<file path="src/rtl/serializador8p2.sv">
// serializador8p2: width down-converter, 8-bit words in, four 2-bit chunks out.
// Holds the word being shifted plus one prefetch word, so back-to-back words
// stream with no idle cycle between them.
//
// Ports:
//   clock          - system clock, all state updates on rising edge
//   reset          - synchronous, active-high reset
//   entrada        - word to serialize
//   entrada_valida - producer has a word on entrada
//   entrada_pronta - block can accept a word this cycle
//   saida          - current 2-bit chunk
//   saida_valida   - saida holds a valid chunk
//   saida_pronta   - consumer accepts the chunk this cycle
//   ultimo         - current chunk is the final chunk of its word
//   ocupado        - a word is in flight or buffered
//
// Parameter MSB_PRIMEIRO: 0 = bits [1:0] first, 1 = bits [7:6] first.
module serializador8p2 #(
    parameter bit MSB_PRIMEIRO = 1'b0
) (
    input  logic       clock,
    input  logic       reset,
    input  logic [7:0] entrada,
    input  logic       entrada_valida,
    output logic       entrada_pronta,
    output logic [1:0] saida,
    output logic       saida_valida,
    input  logic       saida_pronta,
    output logic       ultimo,
    output logic       ocupado
);

    localparam int unsigned LARGURA_PALAVRA = 8;
    localparam int unsigned LARGURA_CHUNK   = 2;
    localparam int unsigned LARGURA_CONT    = 2;
    localparam logic [LARGURA_CONT-1:0] CONT_ULTIMO = LARGURA_CONT'(3);

    typedef enum logic {
        OCIOSO,
        ENVIANDO
    } estado_t;

    estado_t                      estado, estado_prox;
    logic [LARGURA_PALAVRA-1:0]   deslocamento, deslocamento_prox;
    logic [LARGURA_CONT-1:0]      contador, contador_prox;
    logic [LARGURA_PALAVRA-1:0]   buffer, buffer_prox;
    logic                         buf_cheio, buf_cheio_prox;

    logic                         aceita;
    logic                         transfere;
    logic                         fim_palavra;
    logic [LARGURA_CONT-1:0]      indice;
    logic [LARGURA_CHUNK-1:0]     chunk;

    // Handshake qualifiers; reset blocks both sides.
    assign entrada_pronta = !reset && !buf_cheio;
    assign saida_valida   = !reset && (estado == ENVIANDO);
    assign aceita         = entrada_valida && entrada_pronta;
    assign transfere      = saida_valida && saida_pronta;
    assign fim_palavra    = transfere && (contador == CONT_ULTIMO);

    // Chunk select: counter maps directly (LSB first) or mirrored (MSB first).
    assign indice = MSB_PRIMEIRO ? (CONT_ULTIMO - contador) : contador;
    assign chunk  = deslocamento[{indice, 1'b0} +: LARGURA_CHUNK];

    assign saida   = saida_valida ? chunk : '0;
    assign ultimo  = saida_valida && (contador == CONT_ULTIMO);
    assign ocupado = !reset && ((estado == ENVIANDO) || buf_cheio);

    // State register.
    always_ff @(posedge clock) begin
        if (reset) begin
            estado       <= OCIOSO;
            deslocamento <= '0;
            contador     <= '0;
            buffer       <= '0;
            buf_cheio    <= 1'b0;
        end else begin
            estado       <= estado_prox;
            deslocamento <= deslocamento_prox;
            contador     <= contador_prox;
            buffer       <= buffer_prox;
            buf_cheio    <= buf_cheio_prox;
        end
    end

    // Next-state logic.
    always_comb begin
        estado_prox       = estado;
        deslocamento_prox = deslocamento;
        contador_prox     = contador;
        buffer_prox       = buffer;
        buf_cheio_prox    = buf_cheio;

        case (estado)
            OCIOSO: begin
                if (aceita) begin
                    deslocamento_prox = entrada;
                    contador_prox     = '0;
                    estado_prox       = ENVIANDO;
                end
            end

            ENVIANDO: begin
                if (fim_palavra) begin
                    // Reload priority: prefetch buffer, then a same-edge word, else idle.
                    contador_prox = '0;
                    if (buf_cheio) begin
                        deslocamento_prox = buffer;
                        if (aceita) begin
                            buffer_prox = entrada;
                        end else begin
                            buf_cheio_prox = 1'b0;
                        end
                    end else if (aceita) begin
                        deslocamento_prox = entrada;
                    end else begin
                        estado_prox = OCIOSO;
                    end
                end else begin
                    if (transfere) begin
                        contador_prox = contador + LARGURA_CONT'(1);
                    end
                    if (aceita) begin
                        buffer_prox    = entrada;
                        buf_cheio_prox = 1'b1;
                    end
                end
            end

            default: estado_prox = OCIOSO;
        endcase
    end

endmodule

</file>
<file path="config.mk">
export PLATFORM = sky130hd
export DESIGN_NAME = serializador8p2
export DESIGN_NICKNAME = d
export VERILOG_FILES = /design/src/rtl/serializador8p2.sv
export SDC_FILE = /design/constraint.sdc
export NUM_CORES = 1
export LEC_CHECK = 0
export CAP_MARGIN = 20
export CORE_MARGIN = 2
export CORE_UTILIZATION = 32
export DETAILED_ROUTE_END_ITERATION = 10
export HOLD_SLACK_MARGIN = 0.03
export MAX_ROUTING_LAYER = met4
export SLEW_MARGIN = 20
export SYNTH_ARGS = -nofsm -noshare
export SYNTH_HDL_FRONTEND = slang
export SYNTH_SLANG_ARGS = --single-unit
</file>
<file path="constraint.sdc">
create_clock -name clock -period 1.9 [get_ports clock]
set_input_delay 0.38 -clock clock [delete_from_list [all_inputs] [get_ports clock]]
set_output_delay 0.38 -clock clock [all_outputs]
set_load 0.02 [all_outputs]
</file>
==> results.ini, run 1 <==
[run_status]
status=completed

[final_layout]
final_core_util_pct=42.9
diodes=0
syn_to_final_growth_pct=26.8
instances_no_fill=181
drive_gt1_share_pct=19.7
nNetsFinal=151

[grt]
grt_max_degree=23
track_usage_pct=14.7
grt_antenna_before_repair=0
grt_pass1_vias=852
grt_overflow_total=0
grt_pass1_wl_um=3970

[synthesis]
synth_top_area_cell=dfxtp_1
ys_ff_latch=20
yosysSeqAreaShare_pct=38.7
yosysWarnings=0
yosysUniqueCellTypes=27
avgSynthCellArea_um2=9.07
syn_inst=114
synth_area_um2=1030
synthesis.nets=127
synth_async_sr_flop_share_pct=0
synth_ff_type=dfxtp_1
synth_area_leaders=dfxtp_1 39%, nand3_1 8.2%, o21ai_0 8.2%
netlist.area_leader.share_pct=38.7
synth-edff-count=0

[placed_design]
dp.cells=177
dp_worst_setup_slack_ps=-284
gp_congestion=0.796
io_buffers=17
detailed_place_hpwl_um=1700

[power_and_ir_drop]
ir_drop_v=0.000379
power_leakage_nw=0.482
power_mw=0.860
cellPowerDensity_nw_per_um2=656

[timing]
tightestPinTransition_ps=366
skew_ps=6.48
rsz0062_at_grt=yes
fmax_ghz=0.540
setup_tns_ps=0
final-setup-viol-count=0
period_needed_ps=1850
slew_violations=0
hold_viol=0
slew_headroom_pct=75.5
timing.final.ws_setup_ps=47.3
finalCritPeriodShare_pct=97.5

[critical_path]
crit_end=saida[0]
reg2reg_depth=6
cp.required_ps=1520
crit_fanout=3
crit_type=reg2out
crit_arrival_ps=1470
worstSetupStartpointType=register
crit_buf_inv=1
reg2reg_from=contador[0]
path_cells=mux4_2 -> and2_1 -> buf_2
cp_top_family=multiplexers
end_kind=primary output
r2r_end=deslocamento[1]
max_stage_delay_ps=490
worst_path_max_delay_cell=mux4_2
r2r_slack_ps=230
cp-startpoint=contador[0]
path_depth=3

[cts]
cts_max_level=1
clock_path_buffers=2
holdBufCountCts=0
cts_tree=built
cts_buffers=3
clkSinkCount=20
cts.clk_slew.worst_paths_ps=110
insertion_delay_ps=300
cts-root-buf=clkbuf_4

[route]
ant_nets=0
totalWireLength_um=2350
drc=0
drt-wirelength-per-cell_um=13.0
drt-initial-drc-count=20
drt-pass1-iter-count=4
route.vias.total=929
via_per_inst=5.13

[floorplanning]
die_h_um=60.8
core_area_um2=3050
die_x_um=60.8
io-pin-count=18
start_util_pct=33.9
die-area_um2=3700
rows=20

[job]
cap_viol_max_count=0

[min_path]
holdCritPathClass=reg2reg

## worst min-delay path, stage by stage, from the launching register on
cell,delay (ps)
dfxtp_1,320
o21ai_0,60
a21oi_1,60
## power breakdown
| group | switching [mW] | total, mW | internal (mW) |
|---|---|---|---|
| clock network | 0.129 | 0.245 | 0.117 |
| registers | 0.00956 | 0.445 | 0.435 |
| logic | 0.0898 | 0.170 | 0.0798 |
## placed cells by master (no fill, tap or decap), drive strengths merged
cell | synthesis | final
or3b | 1 | 1
mux4 | 2 | 2
or2b | 1 | 1
ha | 1 | 1
mux2 | 1 | 1
dlygate4sd2 | 0 | 3
nand2 | 2 | 2
nor2b | 1 | 1
o211ai | 2 | 2
buf | 6 | 11
a21oi | 13 | 13
a311oi | 1 | 1
clkdlybuf4s50 | 0 | 11
clkdlybuf4s15 | 0 | 1
a21bo | 1 | 1
nand2b | 9 | 9
clkbuf | 1 | 4
nor2 | 4 | 4
or2 | 1 | 1
nor3b | 1 | 1
a22o | 8 | 8
dfxtp | 20 | 20
o21ai | 17 | 17
nand3 | 17 | 17
and2 | 3 | 3
a21boi | 1 | 1
## area by class of cell
cell class	count	area (um^2)
multi-input cells	87	591
well taps	44	55.1
fillers	317	1740
clock buffers	4	36.3
flip-flops and latches	20	404
repair buffers	26	224
## routing by layer
| metal | GRT usage [%] | part of all wire [%] | up-vias |
|---|---|---|---|
| met1 | 20.5 | 51 | 442 |
| li1 | - | - | 463 |
| met2 | 21.8 | 45 | 22 |
| met4 | 2.17 | 0.30 | 0 |
| met3 | 3.84 | 4.2 | 2 |
| met5 | - | 0 | - |
## what timing repair did
item,in CTS,in global routing
gates resized for setup,15,2
buffers inserted,0,0
pin swaps,0,0
endpoints found under the setup margin,6,5
## stage by stage
stage | area, um^2 | hold WS, ps
global route | 1310 | 509
detailed placement | 1280 | 459
CTS | 1310 | 485
finish | 1310 | 485
global placement | 1280 | 450
floorplan | 1030 | 437
## state kept, by name, indices dropped and copies added (netlist names)
name / count
buf_cheio: 1
contador: 2
estado: 1
buffer: 8
deslocamento: 8
## cells in the mapped netlist (2+ instances only)
| cell type | n |
|---|---|
| and2_1 | 3 |
| buf_4 | 3 |
| mux4_2 | 2 |
| o21ai_0 | 17 |
| dfxtp_1 | 20 |
| buf_2 | 2 |
| a22o_1 | 8 |
| o211ai_1 | 2 |
| nor2_1 | 3 |
| nand2_1 | 2 |
| nand2b_1 | 9 |
| a21oi_1 | 12 |
| nand3_1 | 17 |
## kinds of logic (layout without fill, tap and decap cells)
family | count (synthesis) | in the layout | share of synthesized area [%]
fa+ha+maj | 1 | 1 | 1.21
simple gates | 40 | 40 | 22.5
buf+inv | 7 | 30 | 4.60
mux | 3 | 3 | 5.45
flops | 20 | 20 | 38.7
compound gates | 43 | 43 | 27.5
## worst min path at each step
| stage | cells past startpoint | startpoint | to | slack, ps |
|---|---|---|---|---|
| 2_1_floorplan | 1 | deslocamento[5] | deslocamento[5] | 440 |
| 3_3_place_gp | 1 | deslocamento[5] | deslocamento[5] | 450 |
| 3_5_place_dp | 1 | deslocamento[5] | deslocamento[5] | 460 |
| 4_1_cts | 1 | deslocamento[5] | deslocamento[5] | 480 |
| 5_1_grt | 1 | deslocamento[5] | deslocamento[5] | 510 |
| 6_report | 2 | buffer[0] | buffer[0] | 490 |
Power figures use the tool's default switching activity.
==> run 2, diff against run 1 <==
Settings changed: ABC_AREA set to 0.
==> results of run 2 <==
The final DEF is identical to that of run 1; final timing and power are the same.
